--- config.mk ---
export PLATFORM = sky130hd
export DESIGN_NAME = mul_share_ctrl
export DESIGN_NICKNAME = d
export VERILOG_FILES = /design/src/rtl/mul_share_pkg.sv /design/src/rtl/mul_share_ctrl_arb.sv /design/src/rtl/mul_share_ctrl.sv
export SDC_FILE = /design/constraint.sdc
export NUM_CORES = 1
export LEC_CHECK = 0
export BUFFER_PORTS_ARGS = -buffer_cell sky130_fd_sc_hd__clkbuf_2
export CAP_MARGIN = 20
export CORE_AREA = 2 2 129 131
export CTS_CLUSTER_DIAMETER = 30
export DETAILED_ROUTE_END_ITERATION = 8
export DIE_AREA = 0 0 131 133
export PLACE_DENSITY = 0.8
export SLEW_MARGIN = 20
export SYNTH_ARGS = -nofsm -noshare
export SYNTH_HDL_FRONTEND = slang
export SYNTH_HIERARCHICAL = 1
export SYNTH_SLANG_ARGS = --single-unit
--- constraint.sdc ---
create_clock -name clk -period 3.4 [get_ports clk]
set_input_delay 0.68 -clock clk [delete_from_list [all_inputs] [get_ports clk]]
set_output_delay 0.68 -clock clk [all_outputs]
set_load 0.05 [all_outputs]
--- src/rtl/mul_share_pkg.sv ---
// mul_share_pkg: shared types and helpers for the multiplier-sharing controller.
//
// Contents:
//   state_e        - controller FSM state encoding (Idle, Issue, Wait, Resp)
//   DefaultDataW   - default operand/result width, matches the multiplier
//   MaxReq         - largest supported requester count
//   MaxDataW       - largest supported operand width
//   operand_slice  - selects operand slot idx of a packed operand bus
package mul_share_pkg;

  localparam int unsigned DefaultDataW = 32;
  localparam int unsigned MaxReq       = 8;
  localparam int unsigned MaxDataW     = 64;

  typedef enum logic [1:0] {
    StIdle  = 2'd0,
    StIssue = 2'd1,
    StWait  = 2'd2,
    StResp  = 2'd3
  } state_e;

  // Returns bits [idx*width +: width] of a packed operand bus, zero-extended to MaxDataW.
  // Callers zero-extend their own bus to MaxReq*MaxDataW bits first so a single
  // non-parameterized function serves every instance width.
  function automatic logic [MaxDataW-1:0] operand_slice(
    input logic [MaxReq*MaxDataW-1:0] bus,
    input int unsigned                idx,
    input int unsigned                width
  );
    logic [MaxDataW-1:0] mask;
    mask = {MaxDataW{1'b1}} >> (MaxDataW - width);
    return MaxDataW'(bus >> (idx * width)) & mask;
  endfunction

endpackage

--- src/rtl/mul_share_ctrl_arb.sv ---
// rr_arbiter: combinational round-robin arbiter.
//
// The search starts at index ptr and wraps modulo N; the first requesting index wins.
// The pointer register is owned by the instantiating module.
//
// Ports:
//   req        in  N          request vector
//   ptr        in  clog2(N)   index searched first (must be < N)
//   grant      out N          one-hot grant, all zero when no request
//   grant_idx  out clog2(N)   encoded grant index, 0 when no request
module rr_arbiter #(
  parameter int unsigned N = 3
) (
  input  logic [N-1:0]         req,
  input  logic [$clog2(N)-1:0] ptr,
  output logic [N-1:0]         grant,
  output logic [$clog2(N)-1:0] grant_idx
);

  localparam int unsigned IdxW = $clog2(N);
  localparam int unsigned SumW = IdxW + 1;

  logic [N-1:0]    rot;
  logic [IdxW-1:0] off;
  logic [SumW-1:0] sum;
  logic            found;

  always_comb begin
    // Rotate so that bit 0 of rot is requester ptr; a fixed priority search over
    // rot then implements the wrapping search.
    rot   = N'({req, req} >> ptr);
    off   = '0;
    found = 1'b0;
    for (int unsigned k = 0; k < N; k++) begin
      if (!found && rot[k]) begin
        found = 1'b1;
        off   = IdxW'(k);
      end
    end

    // Map the rotated offset back to an absolute index, modulo N.
    sum = {1'b0, ptr} + {1'b0, off};
    if (sum >= SumW'(N)) begin
      sum = sum - SumW'(N);
    end

    grant_idx = found ? sum[IdxW-1:0] : '0;
    grant     = found ? (N'(1) << sum[IdxW-1:0]) : '0;
  end

endmodule

--- src/rtl/mul_share_ctrl.sv ---
// mul_share_ctrl: shares one multiplier datapath between NUM_REQ requesters.
//
// One operand pair is accepted at a time by round-robin arbitration, the multiplier
// is started with a one-cycle pulse, and the result (or an error after a watchdog
// timeout) is returned to the winning requester as a one-cycle response.
// Handshake in cycle T gives mul_start in T+1 and resp_valid in T+4 for a
// multiplier that raises done two cycles after start.
//
// Ports:
//   clk         in   1               clock
//   reset       in   1               asynchronous active-high reset
//   req_valid   in   NUM_REQ         per-requester operand pair valid
//   req_ready   out  NUM_REQ         one-hot accept (Idle only)
//   req_a       in   NUM_REQ*DATA_W  packed operand A, slot i at [i*DATA_W +: DATA_W]
//   req_b       in   NUM_REQ*DATA_W  packed operand B, same packing
//   resp_valid  out  NUM_REQ         one-hot one-cycle response pulse
//   resp_data   out  DATA_W          product, 0 on error; holds until next response
//   resp_err    out  1               watchdog fired, qualified by resp_valid
//   mul_start   out  1               one-cycle multiplier start
//   mul_a       out  DATA_W          operand A, held from accept until the next accept
//   mul_b       out  DATA_W          operand B, same hold rule
//   mul_done    in   1               multiplier done pulse (ignored outside Wait)
//   mul_result  in   DATA_W          multiplier result
//   busy        out  1               high whenever the controller is not idle
module mul_share_ctrl
  import mul_share_pkg::*;
#(
  parameter int unsigned NUM_REQ = 3,
  parameter int unsigned DATA_W  = DefaultDataW,
  parameter int unsigned TIMEOUT = 16
) (
  input  logic                      clk,
  input  logic                      reset,
  input  logic [NUM_REQ-1:0]        req_valid,
  output logic [NUM_REQ-1:0]        req_ready,
  input  logic [NUM_REQ*DATA_W-1:0] req_a,
  input  logic [NUM_REQ*DATA_W-1:0] req_b,
  output logic [NUM_REQ-1:0]        resp_valid,
  output logic [DATA_W-1:0]         resp_data,
  output logic                      resp_err,
  output logic                      mul_start,
  output logic [DATA_W-1:0]         mul_a,
  output logic [DATA_W-1:0]         mul_b,
  input  logic                      mul_done,
  input  logic [DATA_W-1:0]         mul_result,
  output logic                      busy
);

  localparam int unsigned IdxW = $clog2(NUM_REQ);
  localparam int unsigned CntW = $clog2(TIMEOUT);

  // Last Wait-cycle count value; reaching it without done ends the operation.
  localparam logic [CntW-1:0] CountLast = CntW'(TIMEOUT - 1);
  localparam logic [IdxW-1:0] IdxLast   = IdxW'(NUM_REQ - 1);

  state_e              state_q, state_d;
  logic [IdxW-1:0]     ptr_q, ptr_d;
  logic [IdxW-1:0]     id_q, id_d;
  logic [CntW-1:0]     count_q, count_d;
  logic [DATA_W-1:0]   mul_a_q, mul_a_d;
  logic [DATA_W-1:0]   mul_b_q, mul_b_d;
  logic [DATA_W-1:0]   resp_data_q, resp_data_d;
  logic                resp_err_q, resp_err_d;

  logic [NUM_REQ-1:0]           arb_grant;
  logic [IdxW-1:0]              arb_idx;
  logic [MaxReq*MaxDataW-1:0]   req_a_ext;
  logic [MaxReq*MaxDataW-1:0]   req_b_ext;
  logic [DATA_W-1:0]            sel_a;
  logic [DATA_W-1:0]            sel_b;

  rr_arbiter #(
    .N (NUM_REQ)
  ) u_arb (
    .req       (req_valid),
    .ptr       (ptr_q),
    .grant     (arb_grant),
    .grant_idx (arb_idx)
  );

  // Operand slot of the current arbitration winner.
  always_comb begin
    req_a_ext = '0;
    req_b_ext = '0;
    req_a_ext[NUM_REQ*DATA_W-1:0] = req_a;
    req_b_ext[NUM_REQ*DATA_W-1:0] = req_b;
    sel_a = DATA_W'(operand_slice(req_a_ext, 32'(arb_idx), DATA_W));
    sel_b = DATA_W'(operand_slice(req_b_ext, 32'(arb_idx), DATA_W));
  end

  // Next-state and Moore/Mealy outputs.
  always_comb begin
    state_d     = state_q;
    ptr_d       = ptr_q;
    id_d        = id_q;
    count_d     = count_q;
    mul_a_d     = mul_a_q;
    mul_b_d     = mul_b_q;
    resp_data_d = resp_data_q;
    resp_err_d  = resp_err_q;
    req_ready   = '0;
    resp_valid  = '0;
    mul_start   = 1'b0;

    unique case (state_q)
      StIdle: begin
        // The grant is already qualified by req_valid, so any grant is a handshake.
        req_ready = arb_grant;
        if (|arb_grant) begin
          mul_a_d = sel_a;
          mul_b_d = sel_b;
          id_d    = arb_idx;
          ptr_d   = (arb_idx == IdxLast) ? '0 : arb_idx + 1'b1;
          state_d = StIssue;
        end
      end

      StIssue: begin
        mul_start = 1'b1;
        count_d   = '0;
        state_d   = StWait;
      end

      StWait: begin
        // done is checked first so a done on the final watchdog cycle still succeeds.
        if (mul_done) begin
          resp_data_d = mul_result;
          resp_err_d  = 1'b0;
          state_d     = StResp;
        end else if (count_q == CountLast) begin
          resp_data_d = '0;
          resp_err_d  = 1'b1;
          state_d     = StResp;
        end else begin
          count_d = count_q + 1'b1;
        end
      end

      StResp: begin
        resp_valid = NUM_REQ'(1) << id_q;
        state_d    = StIdle;
      end

      default: begin
        state_d = StIdle;
      end
    endcase
  end

  always_ff @(posedge clk or posedge reset) begin
    if (reset) begin
      state_q     <= StIdle;
      ptr_q       <= '0;
      id_q        <= '0;
      count_q     <= '0;
      mul_a_q     <= '0;
      mul_b_q     <= '0;
      resp_data_q <= '0;
      resp_err_q  <= 1'b0;
    end else begin
      state_q     <= state_d;
      ptr_q       <= ptr_d;
      id_q        <= id_d;
      count_q     <= count_d;
      mul_a_q     <= mul_a_d;
      mul_b_q     <= mul_b_d;
      resp_data_q <= resp_data_d;
      resp_err_q  <= resp_err_d;
    end
  end

  assign mul_a     = mul_a_q;
  assign mul_b     = mul_b_q;
  assign resp_data = resp_data_q;
  // The error flag is only meaningful alongside a response pulse.
  assign resp_err  = resp_err_q & (state_q == StResp);
  assign busy      = (state_q != StIdle);

endmodule

# Word-level counts from Yosys, hierarchy flattened
# Cells that the tools add are included.
[totals] regBits=107 word_cells=64 input_bits=230
[op_classes] n_mux=23 n_reduce_logical=13 addsub=4 shifts=5 n_eq_ne=9 order_cmp=1 bitwise=1
[op_table] op="96-bit by 7-bit right shift with 32-bit output" count=2
[op_table] op="32-bit 2-to-1 mux" count=2
[op_table] op="2-bit 2-to-1 mux" count=7
[op_table] op="3-bit 2-to-1 mux" count=3
[op_table] op="4-bit 2-to-1 mux" count=2
[op_table] op="2-bit case mux with 4 select lines" count=1
[op_table] op="4-bit case mux with 2 select lines" count=1
[op_table] op="1-bit 2-to-1 mux" count=7
[op_table] op="2-bit equality test (second input constant)" count=3
[op_table] op="2-bit != test (second input constant)" count=3
[op_table] op="2-bit AND reduction" count=3
[op_table] op="2-bit nonzero test" count=3
[op_table] op="1-bit by 2-bit left shift with 3-bit output (first input constant)" count=2
[op_table] op="6-bit by 2-bit right shift with 3-bit output" count=1
[op_table] op="4-bit by 1-bit adder with 4-bit output (second input constant)" count=1
[op_table] op="4-bit equality test (second input constant)" count=1
[op_table] op="2-bit by 2-bit adder with 3-bit output" count=1
[op_table] op="3-bit by 2-bit greater-or-equal comparator with 1-bit output (second input constant)" count=1
[op_table] op="3-bit != test (second input constant)" count=1
[op_table] op="3-bit AND reduction" count=1
[op_table] op="3-bit OR reduction" count=1
[op_table] op="2-bit by 1-bit adder with 2-bit output (second input constant)" count=1
[op_table] op="2-bit by 1-bit equality test with 1-bit output (second input constant)" count=1
[op_table] op="1-bit logical AND" count=2
[op_table] op="other kinds (4)" count=5

# Logic depth before layout (Yosys ltp)
[logic_depth] word_depth=16 ltp_mapped=17 mapped_depth_nobuf=14

# Hierarchy
# Netlist, hierarchy kept.
[by_module_without_submodules] module="mul_share_ctrl" area_each_um2=5391.4 instances=1 cells_each=491
[by_module_without_submodules] module="rr_arbiter" area_each_um2=227.7 instances=1 cells_each=33

# Least setup slack after synthesis
# OpenSTA, ideal clock, no wires.
[synth_path] path_type="input to output" from="in req_valid[2]" to="out req_ready[0]" cell_stages=12 slack_ns=-0.504 arrival_ns=3.224 n_path_buf=0 path_cell_list="nor3b_1 a22oi_1 nand2_1 ha_1 inv_1 fa_1 inv_1 ha_1 nand2b_1 mux2_1 nor2_1 and2_1"
[synth_between] elab_chain_cells=14 elab_cells_between_ends=17 classes_between="add/sub: 2; order compare: 1; shift: 2; mux: 8; reduce/logical: 4"
[synth_lines] element="from (decl)" line_no="mul_share_ctrl.sv:34" source="input logic [NUM_REQ-1:0] req_valid,"
[synth_lines] element="6-bit by 2-bit right shift with 3-bit output (*)" line_no="mul_share_ctrl_arb.sv:31" source="rot = N'({req, req} >> ptr);"
[synth_lines] element="1-bit 2-to-1 mux" line_no="mul_share_ctrl_arb.sv:35" source="if (!found && rot[k]) begin"
[synth_lines] element="1-bit zero test" line_no="mul_share_ctrl_arb.sv:35"
[synth_lines] element="1-bit logical AND" line_no="mul_share_ctrl_arb.sv:35"
[synth_lines] element="1-bit 2-to-1 mux" line_no="mul_share_ctrl_arb.sv:35"
[synth_lines] element="1-bit zero test" line_no="mul_share_ctrl_arb.sv:35"
[synth_lines] element="1-bit logical AND" line_no="mul_share_ctrl_arb.sv:35"
[synth_lines] element="2-bit 2-to-1 mux" line_no="mul_share_ctrl_arb.sv:35"
[synth_lines] element="2-bit by 2-bit adder with 3-bit output" line_no="mul_share_ctrl_arb.sv:42" source="sum = {1'b0, ptr} + {1'b0, off};"
[synth_lines] element="3-bit by 2-bit greater-or-equal comparator with 1-bit output / 2-bit subtractor (equally long branches)" line_no="mul_share_ctrl_arb.sv:43, mul_share_ctrl_arb.sv:44"
[synth_lines] element="2-bit 2-to-1 mux" line_no="mul_share_ctrl_arb.sv:43" source="if (sum >= SumW'(N)) begin"
[synth_lines] element="1-bit by 2-bit left shift with 3-bit output" line_no="mul_share_ctrl_arb.sv:48" source="grant = found ? (N'(1) << sum[IdxW-1:0]) : '0;"
[synth_lines] element="3-bit 2-to-1 mux (*)" line_no="mul_share_ctrl_arb.sv:48"
[synth_lines] element="via arb_grant[0]" line_no="mul_share_ctrl.sv:65" source="logic [NUM_REQ-1:0] arb_grant;"
[synth_lines] element="3-bit 2-to-1 mux (*)" line_no="mul_share_ctrl.sv:105" source="unique case (state_q)"
[synth_lines] element="to (decl)" line_no="mul_share_ctrl.sv:35" source="output logic [NUM_REQ-1:0] req_ready,"
# The timed path passes the listed nets; every way through them passes the cells marked *.

# Worst setup path in the final report
[layout_path] from="reg ptr_q[1]" to="out req_ready[0]"
[layout_between] elab_chain_cells=14 elab_cells_between_ends=17 classes_between="add/sub: 2; order compare: 1; shift: 2; mux: 8; reduce/logical: 4"
[layout_lines] element="from (decl)" line_no="mul_share_ctrl.sv:57" source="logic [IdxW-1:0] ptr_q, ptr_d;"
[layout_lines] element="from (signal assigned)" line_no="mul_share_ctrl.sv:162" source="ptr_q <= ptr_d;"
[layout_lines] element="6-bit by 2-bit right shift with 3-bit output" line_no="mul_share_ctrl_arb.sv:31"
[layout_lines] element="1-bit 2-to-1 mux" line_no="mul_share_ctrl_arb.sv:35"
[layout_lines] element="1-bit zero test" line_no="mul_share_ctrl_arb.sv:35"
[layout_lines] element="1-bit logical AND" line_no="mul_share_ctrl_arb.sv:35"
[layout_lines] element="1-bit 2-to-1 mux" line_no="mul_share_ctrl_arb.sv:35"
[layout_lines] element="1-bit zero test" line_no="mul_share_ctrl_arb.sv:35"
[layout_lines] element="1-bit logical AND" line_no="mul_share_ctrl_arb.sv:35"
[layout_lines] element="2-bit 2-to-1 mux" line_no="mul_share_ctrl_arb.sv:35"
[layout_lines] element="2-bit by 2-bit adder with 3-bit output" line_no="mul_share_ctrl_arb.sv:42"
[layout_lines] element="3-bit by 2-bit greater-or-equal comparator with 1-bit output / 2-bit subtractor (equally long branches)" line_no="mul_share_ctrl_arb.sv:43, mul_share_ctrl_arb.sv:44"
[layout_lines] element="2-bit 2-to-1 mux" line_no="mul_share_ctrl_arb.sv:43"
[layout_lines] element="1-bit by 2-bit left shift with 3-bit output" line_no="mul_share_ctrl_arb.sv:48"
[layout_lines] element="3-bit 2-to-1 mux (*)" line_no="mul_share_ctrl_arb.sv:48"
[layout_lines] element="via arb_grant[0]" line_no="mul_share_ctrl.sv:65"
[layout_lines] element="3-bit 2-to-1 mux (*)" line_no="mul_share_ctrl.sv:105"
# Marked as above.

==> out/metrics.csv <==
metric,value,unit
fp.dieArea,17400,sq um
violations,setup timing,
drtPass1Iterations,4,
slew_headroom,60.9,%
path_buf_inv,3,
drive_gt1_share,50.7,%
cts_sinks,107,
slowest_stage,fa_1,
area_growth,54.8,%
worstSetupStartpointType,flip-flop,
hold_class,input pin to async pin,
grt_pass1_vias,5209,
layout_commonest_cell,clkbuf_2,
routed_wirelength,18000,microns
antenna_left,0,
status,"finished, violations left",
dr_wl_met3,1320,microns
crit_fanout,5,
grt_use_total,18.4,%
start_util,34.7,%
drc,0,
cts_buffer_depth,2,
rr_endpoint,mul_b[29]$_DFFE_PP0P_,
whs,0.382,ns
crit_type,flip-flop to primary output,
path_cells,nor3b_4 -> a22oi_1 -> nand2_1 -> ha_1 -> inv_1 -> fa_1 -> inv_2 -> ha_4 -> nand3b_1 -> mux2_4 -> nor2_4 -> and2_4 -> buf_12,
slowest_delay,0.54,ns
m1WireLength,7230,microns
syn_avg_cell_area,10.7,sq um
yosysUniqueCellTypes,43,
final_cell_mix,"clkbuf_2, dfrtp_1, nand2_1",
core,16200,sq um
io_buffers,334,
clkTransAtPathRegs,0.07,ns
finalClockSkew,0.0123,ns
period_share,110,%
min_period,3.74,ns
wl_per_cell,16.1,microns
finalSetupViolations,21,
die_w,131,microns
grt_max_degree,50,
synth_async_sr_flop_share,100,%
maxCapViolations,0,
crit_arrival,3.06,ns
nets,1133,
cts_tree,done,
yosysSeqAreaShare,47.7,%
via_count,5523,
ys.flop_type,dfrtp_1,
top_layer,met4,
grt_setup_unrepaired,yes,
rr_worst_depth,18,
synth_edf_count,0,
clockRootBuffer,clkbuf_16,
ys_ff_latch,107,
cp_top_family,adder cells,
first_iter_violations,192,
viasPerCell,4.93,
grt-ovfl-total,0,
cts_buffers,9,
wl_met2,9230,microns
syn_nets,762,
synth_cells,524,
r2r_slack,-0.05,ns
r2r-start,ptr_q[1]$_DFFE_PP0P_,
synth_area,5620,sq um
yosys_warnings,6,
die_height,133,microns
endpoint_kind,primary output,
pin_count,335,
drv_slew,0,
routabilityCongestion,0.785,
clock_latency,0.34,ns
antenna_found_initial,0,
grt_pass1_wl,25300,microns
finalHoldViolCount,0,
dpl.hpwl,13300,microns
max_freq,267,MHz
final.setup.worst_slack,-0.339,ns
rows,47,
ctsHtreeMaxLevel,3,
diodes,0,
worst_slew_pin_slew,0.587,ns
critPathRequiredTime,2.72,ns
==> registers in the layout (all words and copies together), names as in the netlist <==
| name | cells |
|---|---|
| id_q | 2 |
| mul_b | 32 |
| ptr_q | 2 |
| resp_data | 32 |
| count_q | 4 |
| mul_a | 32 |
| resp_err_q | 1 |
| state_q | 2 |
==> routing by layer <==
layer | global-route usage, % | up-vias
met5 | 0 | -
met4 | 5.26 | 0
met3 | 4.33 | 17
met2 | 33.0 | 239
met1 | 21.6 | 2605
li1 | - | 2662
==> cell families after synthesis <==
| family | Yosys count | synth area share [%] |
|---|---|---|
| adder cells (fa/ha/maj) | 8 | 1.91 |
| buffers and inverters | 52 | 5.83 |
| AO/OA/AOI/OAI | 178 | 23.1 |
| XOR/XNOR | 1 | 0.156 |
| multiplexers | 69 | 12.4 |
| AND/OR/NAND/NOR | 109 | 8.97 |
| flip-flops | 107 | 47.7 |
==> through the flow <==
step           TNS (ns)  cell area [sq um]  instances  util (%)  setup slack (ns)
3_3_place_gp     -13.55               7870       1082      48.7            -0.305
5_1_grt          -11.16               8700       1120      53.8            -0.479
6_report          -1.26               8700       1120      53.8            -0.339
4_1_cts          -0.874               8260       1100      51.1            -0.325
2_1_floorplan    -0.247               5650        524         -            -0.133
3_5_place_dp     -22.39               7870       1082      48.7            -0.425
==> worst reg2reg max path, cell delays in order (launching register included) <==
cell and delay, ns:
dfrtp_2 0.45, nor3b_4 0.25, a22oi_1 0.10, nand2_1 0.07, ha_1 0.13, inv_1 0.05, fa_1 0.54, inv_2 0.06
ha_4 0.16, nand3b_1 0.20, nand2b_1 0.14, and3b_2 0.22, buf_4 0.14, o31ai_4 0.20, buf_6 0.18, buf_12 0.16
clkbuf_16 0.18, nand2_1 0.07, o21ai_1 0.08
==> cells in the mapped netlist, drive strengths merged (3+ instances only) <==
| library cell | instances | area (sq um) |
|---|---|---|
| a21oi | 4 | 20.0 |
| a22o | 32 | 280 |
| a22oi | 3 | 22.5 |
| a2bb2oi | 64 | 561 |
| and2 | 5 | 31.3 |
| and3b | 3 | 26.3 |
| buf | 32 | 250 |
| clkbuf | 12 | 47.6 |
| dfrtp | 107 | 2680 |
| ha | 7 | 87.6 |
| inv | 8 | 30.0 |
| mux2 | 4 | 45.0 |
| mux2i | 65 | 651 |
| nand2 | 69 | 259 |
| nand2b | 5 | 31.3 |
| nand3 | 5 | 25.0 |
| nor2 | 5 | 18.8 |
| nor2b | 7 | 43.8 |
| nor3 | 3 | 20.0 |
| o21ai | 66 | 334 |
| o31ai | 3 | 36.3 |
==> how the worst max path moves through the flow <==
stage                     cells after the start                 start              endpoint
after floorplan                               9          req_valid[2]          req_ready[1]
after global placement                       14          req_valid[2]          req_ready[0]
after detailed placement                     17          req_valid[2]  mul_a[3]$_DFFE_PP0P_
after CTS                                    13  ptr_q[0]$_DFFE_PP0P_          req_ready[0]
after global routing                         13  ptr_q[1]$_DFFE_PP0P_          req_ready[0]
final                                        13  ptr_q[1]$_DFFE_PP0P_          req_ready[0]
==> timing repair <==
item,in CTS,in global routing
resized for setup,11,37
cloned,0,13
endpoints found under the setup margin,44,70
hold endpoints to repair,0,0
pin swaps,3,6
setup buffers,2,7
hold buffers,0,0
==> area by class of cell <==
class                   count  area [sq um]
fillers                  1413          7470
multi-input cells         365          2760
flip-flops and latches    107          2680
repair buffers            404          2610
well taps                 220           275
clock buffers              10           239
clock inverters             6          96.3
inverters                   8          33.8
Power is not shown: default switching activity piles up to over one toggle a cycle in this logic, so the estimate is an artifact.
